<file path="config.mk">
export PLATFORM = sky130hd
export DESIGN_NAME = multicycle_ctrl
export DESIGN_NICKNAME = d
export VERILOG_FILES = /design/src/rtl/cpu_ctrl_pkg.sv /design/src/rtl/mem_wait_timer.sv /design/src/rtl/multicycle_ctrl.sv
export SDC_FILE = /design/constraint.sdc
export NUM_CORES = 1
export LEC_CHECK = 0
export ABC_AREA = 1
export CAP_MARGIN = 5
export CORE_MARGIN = 2
export CORE_UTILIZATION = 41
export DETAILED_ROUTE_END_ITERATION = 8
export PLACE_DENSITY = 0.8
export SYNTH_ARGS = -nofsm -noshare
export SYNTH_HDL_FRONTEND = slang
export SYNTH_SLANG_ARGS = --single-unit
</file>
<file path="constraint.sdc">
create_clock -name clock -period 1.31 [get_ports clock]
set_input_delay 0.131 -clock clock [delete_from_list [all_inputs] [get_ports clock]]
set_output_delay 0.131 -clock clock [all_outputs]
set_load 0.01 [all_outputs]
</file>
<file path="src/rtl/cpu_ctrl_pkg.sv">
// Shared encodings for the multicycle control FSM:
// opcodes, states, ALU operations and mux selects.
package cpu_ctrl_pkg;

   localparam logic [3:0] OP_NOP  = 4'b0000;
   localparam logic [3:0] OP_ST   = 4'b0011;
   localparam logic [3:0] OP_ADD  = 4'b0100;
   localparam logic [3:0] OP_INC  = 4'b0101;
   localparam logic [3:0] OP_NEG  = 4'b0110;
   localparam logic [3:0] OP_SUB  = 4'b0111;
   localparam logic [3:0] OP_J    = 4'b1000;
   localparam logic [3:0] OP_BRZ  = 4'b1001;
   localparam logic [3:0] OP_JM   = 4'b1010;
   localparam logic [3:0] OP_BRN  = 4'b1011;
   localparam logic [3:0] OP_LD   = 4'b1110;
   localparam logic [3:0] OP_SVPC = 4'b1111;

   typedef enum logic [2:0] {
      S_FETCH,
      S_DECODE,
      S_EXEC,
      S_MEM,
      S_WB,
      S_HALT
   } state_t;

   localparam int ALU_ADD   = 0;
   localparam int ALU_SUB   = 1;
   localparam int ALU_NEG   = 2;
   localparam int ALU_PASSA = 3;
   localparam int ALU_ADDPC = 4;

   localparam logic [1:0] PC_INC = 2'd0;
   localparam logic [1:0] PC_RS  = 2'd1;
   localparam logic [1:0] PC_MEM = 2'd2;

   localparam logic [1:0] WB_ALU = 2'd0;
   localparam logic [1:0] WB_MEM = 2'd1;

endpackage

</file>
<file path="src/rtl/mem_wait_timer.sv">
// Counts unacknowledged memory-request cycles and raises a sticky
// timeout; MAX = 0 disables expiry entirely.
module mem_wait_timer #(
   parameter int MAX = 15
) (
   input  logic clock,
   input  logic reset,
   input  logic req,
   input  logic ack,
   input  logic restart,
   output logic expire,
   output logic timeout
);

   localparam int TW = (MAX > 1) ? $clog2(MAX) : 1;
   localparam logic [TW-1:0] LIMIT = (MAX > 0) ? TW'(MAX - 1) : '0;

   logic [TW-1:0] count;

   // Expiry lands on the MAX-th wait cycle; an ack that cycle wins.
   assign expire = (MAX != 0) && req && !ack && (count == LIMIT);

   always_ff @(posedge clock) begin
      if (reset) begin
         count   <= '0;
         timeout <= 1'b0;
      end else begin
         if (expire)
            timeout <= 1'b1;
         if (ack || restart || expire || !req)
            count <= '0;
         else
            count <= count + 1'b1;
      end
   end

endmodule

</file>
<file path="src/rtl/multicycle_ctrl.sv">
// Multi-cycle FETCH/DECODE/EXEC/MEM/WB control FSM.
// Define ILLEGAL_TRAP_EN to trap undefined opcodes in HALT.
module multicycle_ctrl
   import cpu_ctrl_pkg::*;
#(
   parameter int MEM_WAIT_MAX = 15,
   parameter int ALU_OP_W     = 3
) (
   input  logic                clock,
   input  logic                reset,
   input  logic [3:0]          opcode,
   input  logic                z_flag,
   input  logic                n_flag,
   input  logic                mem_ack,
   output logic                mem_req,
   output logic                mem_we,
   output logic                mem_ifetch,
   output logic                ir_we,
   output logic                pc_we,
   output logic [1:0]          pc_src,
   output logic                imm_gen_sel,
   output logic                alu_src_imm,
   output logic [ALU_OP_W-1:0] alu_op,
   output logic                reg_we,
   output logic [1:0]          wb_src,
   output logic                mem_timeout,
`ifdef ILLEGAL_TRAP_EN
   output logic                illegal_op,
`endif
   output logic                busy
);

   state_t state;
   state_t nxt;
   logic   req;
   logic   ack;
   logic   expire;
   logic   restart;

   assign req     = !reset && (state == S_FETCH || state == S_MEM);
   assign ack     = mem_ack && req;
   assign restart = (nxt != state);
   assign busy    = (state != S_FETCH);

`ifdef ILLEGAL_TRAP_EN
   assign illegal_op = (state == S_HALT);
`endif

   mem_wait_timer #(
      .MAX(MEM_WAIT_MAX)
   ) u_timer (
      .clock  (clock),
      .reset  (reset),
      .req    (req),
      .ack    (ack),
      .restart(restart),
      .expire (expire),
      .timeout(mem_timeout)
   );

   always_comb begin
      nxt         = state;
      mem_req     = req;
      mem_we      = 1'b0;
      mem_ifetch  = 1'b0;
      ir_we       = 1'b0;
      pc_we       = 1'b0;
      pc_src      = PC_INC;
      imm_gen_sel = 1'b0;
      alu_src_imm = 1'b0;
      alu_op      = ALU_OP_W'(ALU_ADD);
      reg_we      = 1'b0;
      wb_src      = WB_ALU;
      unique case (state)
         S_FETCH: begin
            mem_ifetch = !reset;
            if (ack) begin
               ir_we = 1'b1;
               pc_we = 1'b1;
               nxt   = S_DECODE;
            end
         end
         S_DECODE: nxt = S_EXEC;
         S_EXEC: begin
            nxt = S_FETCH;
            unique case (opcode)
               OP_ADD: nxt = S_WB;
               OP_SUB: begin
                  alu_op = ALU_OP_W'(ALU_SUB);
                  nxt    = S_WB;
               end
               OP_NEG: begin
                  alu_op = ALU_OP_W'(ALU_NEG);
                  nxt    = S_WB;
               end
               OP_INC: begin
                  alu_src_imm = 1'b1;
                  nxt         = S_WB;
               end
               OP_SVPC: begin
                  imm_gen_sel = 1'b1;
                  alu_src_imm = 1'b1;
                  alu_op      = ALU_OP_W'(ALU_ADDPC);
                  nxt         = S_WB;
               end
               OP_LD, OP_ST, OP_JM: begin
                  alu_op = ALU_OP_W'(ALU_PASSA);
                  nxt    = S_MEM;
               end
               OP_J: begin
                  pc_we  = 1'b1;
                  pc_src = PC_RS;
               end
               OP_BRZ: begin
                  pc_we  = z_flag;
                  pc_src = PC_RS;
               end
               OP_BRN: begin
                  pc_we  = n_flag;
                  pc_src = PC_RS;
               end
               OP_NOP: nxt = S_FETCH;
`ifdef ILLEGAL_TRAP_EN
               default: nxt = S_HALT;
`else
               default: nxt = S_FETCH;
`endif
            endcase
         end
         S_MEM: begin
            mem_we = (opcode == OP_ST) && !reset;
            if (ack) begin
               nxt = (opcode == OP_LD) ? S_WB : S_FETCH;
               if (opcode == OP_JM) begin
                  pc_we  = 1'b1;
                  pc_src = PC_MEM;
               end
            end
         end
         S_WB: begin
            reg_we = 1'b1;
            wb_src = (opcode == OP_LD) ? WB_MEM : WB_ALU;
            nxt    = S_FETCH;
         end
`ifdef ILLEGAL_TRAP_EN
         S_HALT: nxt = S_HALT;
`endif
         default: nxt = S_FETCH;
      endcase
      if (expire)
         nxt = S_FETCH;
      // Reset silences every strobe, including a pending request.
      if (reset) begin
         nxt         = S_FETCH;
         ir_we       = 1'b0;
         pc_we       = 1'b0;
         pc_src      = PC_INC;
         imm_gen_sel = 1'b0;
         alu_src_imm = 1'b0;
         alu_op      = ALU_OP_W'(ALU_ADD);
         reg_we      = 1'b0;
         wb_src      = WB_ALU;
      end
   end

   always_ff @(posedge clock) begin
      if (reset)
         state <= S_FETCH;
      else
         state <= nxt;
   end

endmodule

</file>
==> results.md <==
- Status: finished with violations
- Failing checks: negative setup slack
- Final worst setup slack: -0.206 ns
- Worst setup SP type: flip-flop
- FF-to-FF path depth: 10
- Vias in the first global route: 801
- R2R Path Start: state[1]
- Max-slew violations: 0
- Number of I/O port buffers: 24
- CP most frequent cell: inv_2
- Mean Syn Cell Area: 6.28 um2
- Vias per inst: 5.27
- Post-CTS Hold Buffers: 0
- Synthesized-area fraction occupied by adder cells: 4.07%
- Crit path max-delay family: simple AND/OR/NAND/NOR gates
- Num CTS Buffers: 3
- Critical path buffers and inverters: 3
- Worst path arrival time: 1.38 ns
- DR WL/cell: 14.3 um
- Dpl ws: -0.586 ns
- Post-Route WL: 2.29 mm
- Clock tree buffer depth: 2
- RR Endpoint: state[0]
- Grt peak-use layer: met2
- Gpl congestion: 0.834
- Largest net degree at the start of global routing: 6
- Crit path depth: 6
- #FFs+latches synth: 8
- M2 GR Usage: 40.3%
- Synth Flop Type: dfxtp_1
- Post-Syn Instances: 98
- Post-Syn Area: 616 um2
- Crit-path cells: inv_2, nand3_2, nor2_4, inv_2, nor3_1, buf_2
- Clock Sink Count: 8
- Pre-antenna DRT Iters: 4
- R2R Setup Slk: -0.10 ns
- Simple-gate portion of the synthesized area: 44.3%
- Worst-path clk slew: 0.07 ns
- Setup crit end kind: output port
- Synth area leader: dfxtp_1
- Max incr delay on CP: 0.37 ns
- Post-synth top area share: 26.0%
- Clock tree root buffer cell: clkbuf_4
- # diodes: 0
- Critical Path RT: 1.18 ns
- Synth area leaders: dfxtp_1, inv_1, nor2_1, nand2_1, a21oi_1
- Die W: 42.8 um
- Leak: 0.000579 uW
- Final Hold Fails: 0
- WS Path Type: flip-flop to output port
- Post-synthesis sequential area ratio: 26.0%
- Area growth, synth to finish: 83.1%
- Starting density of the core: 45.6%
- Met3 Usage GRT: 5.11%
- Htree depth: 1
- DP HPWL: 1.35 mm
- Minimum clock period: 1.52 ns
- Compound-Gate Fraction of Synth Area: 9.76%
- I/O pin total: 26
- Fill cell count: 83
- Xor/xnor share of the synthesized area: 2.85%
- Area of the core: 0.00135 mm2
- Post-synthesis mux area share: 0%
- Max Fclk: 660 MHz
- Met1 Track Usage GR: 30.3%
- Tcrit/Tclk final: 116%
- Nets@finish: 158
- Ys Warns: 0
- Vias post-DR: 843
- Share of cells above drive strength 1: 49.7%
- CTS tree: yes
- Final setup fails: 21
- Post-synth EDFFs: 0
- RSZ-0062 raised after global routing: true
- First-pass GRT wire length: 3.41 mm
- Syn_nets: 109
- Antenna Nets Post-Route: 0
- Clock latency on the worst-skew pair: 0.28 ns
- CP max stage cell: dfxtp_4
- Initial antenna violation count: 0
- Max-cap violations: 0
- Row cnt: 13
- Max VDD drop: 0.463 mV
- Clock Skew: 0.00570 ns
- P per Cell Area: 617 mW/mm2
- Hold Path Class: input pin to flip-flop
- GRT Total Usage: 24.4%
- Grt ovf: 0
- Largest family of logic cells by synthesized area: simple AND/OR/NAND/NOR gates
- Setup_tns: -2.14 ns
- Crit path to: alu_op[2]
- Critical Path Start: state[0]
- Die area: 0.00183 mm2
- Post-route DRC: 0
- Violation count after the first detailed-route iteration: 22
- Chip height: 42.8 um
- Asr flop ratio synth: 0%
- Distinct cell type count after synthesis: 23
- Max FO, Critical Path: 4
-- per-stage QoR --
stage                     hold WS, ns  power (uW)  utilization, %  cells  cell area (um2)
after floorplan                 0.291         339               -     98              616
after global placement          0.438         443            73.9    153              997
after detailed placement        0.448         447            73.9    153              997
after CTS                       0.387         657            78.8    160             1060
after global routing            0.402         732            83.5    160             1130
final                           0.385         696            83.5    160             1130
-- final cells by class --
class	count	area, um2	share of cell area [%]
multi-input combinational	71	478	42.4
clock buffer	3	22.5	2.00
timing repair buffer	46	370	32.9
tap	15	18.8	1.66
sequential	8	171	15.2
inverter	17	66.3	5.88
-- tightest hold or removal path, stage by stage --
cell           delay, ns
dlygate4sd2_1       0.29
buf_4               0.17
a21oi_2             0.04
-- power breakdown --
group | internal (uW) | total [uW] | switching, uW
clock | 107 | 217 | 111
combinational | 106 | 222 | 117
sequential | 246 | 256 | 10.3
-- state kept, by name, indices dropped and copies added (netlist names) --
name and flops:
u_timer.count 4, state 3, u_timer.timeout 1
-- metal layers --
metal | vias up | wire length (um)
li1 | 399 | -
met1 | 396 | 970
met2 | 39 | 1100
met3 | 9 | 172
met4 | 0 | 52
met5 | - | 0
-- cell usage after synthesis, types with 2 or more instances --
cell	number
ha_1	2
nand2_1	15
inv_1	17
dfxtp_1	8
nand2_2	3
nor3_1	3
nand3_1	7
nor2_1	16
and3_1	2
a21oi_1	11
nor2_2	2
-- logic make-up after synthesis --
kind of cell / count (synthesis)
DFF: 8
xor gates and xnor gates: 2
adders and majority gates: 2
other: 1
buffers and inverters: 19
AOI/OAI and AO/OA: 12
and+or+nand+nor: 54
-- placed cells by master (no fill, tap or decap), types with 2 or more instances in the layout --
cell             count
a21oi_1              8
a21oi_2              3
and3_1               2
buf_2                8
buf_4               18
buf_6                5
clkbuf_2             2
clkbuf_4             3
clkdlybuf4s15_2      4
clkdlybuf4s50_1      4
dfxtp_1              5
dfxtp_4              3
dlygate4sd2_1        5
ha_1                 2
inv_1               13
inv_2                3
nand2_1             14
nand2_2              2
nand2_4              3
nand3_1              5
nand3_2              3
nor2_1               9
nor2_2               7
nor2_4               3
nor3_1               2
-- worst min path at each step --
stage	depth (start not counted)	slack (ns)	from	endpoint
floorplan	2	0.29	mem_ack	state[2]
global placement	2	0.44	u_timer.timeout	u_timer.timeout
detailed placement	2	0.45	u_timer.timeout	u_timer.timeout
CTS	3	0.39	reset	state[2]
global route	3	0.40	reset	state[2]
finish	3	0.39	reset	state[2]
-- what timing repair did --
| item | 4_1_cts | 5_1_grt |
|---|---|---|
| setup endpoints to repair | 15 | 23 |
| gates resized for setup | 77 | 22 |
| pin swaps | 6 | 8 |
| buffers inserted | 4 | 1 |
| gates cloned | 0 | 0 |
No activity file was read; power rests on OpenSTA's default activity.
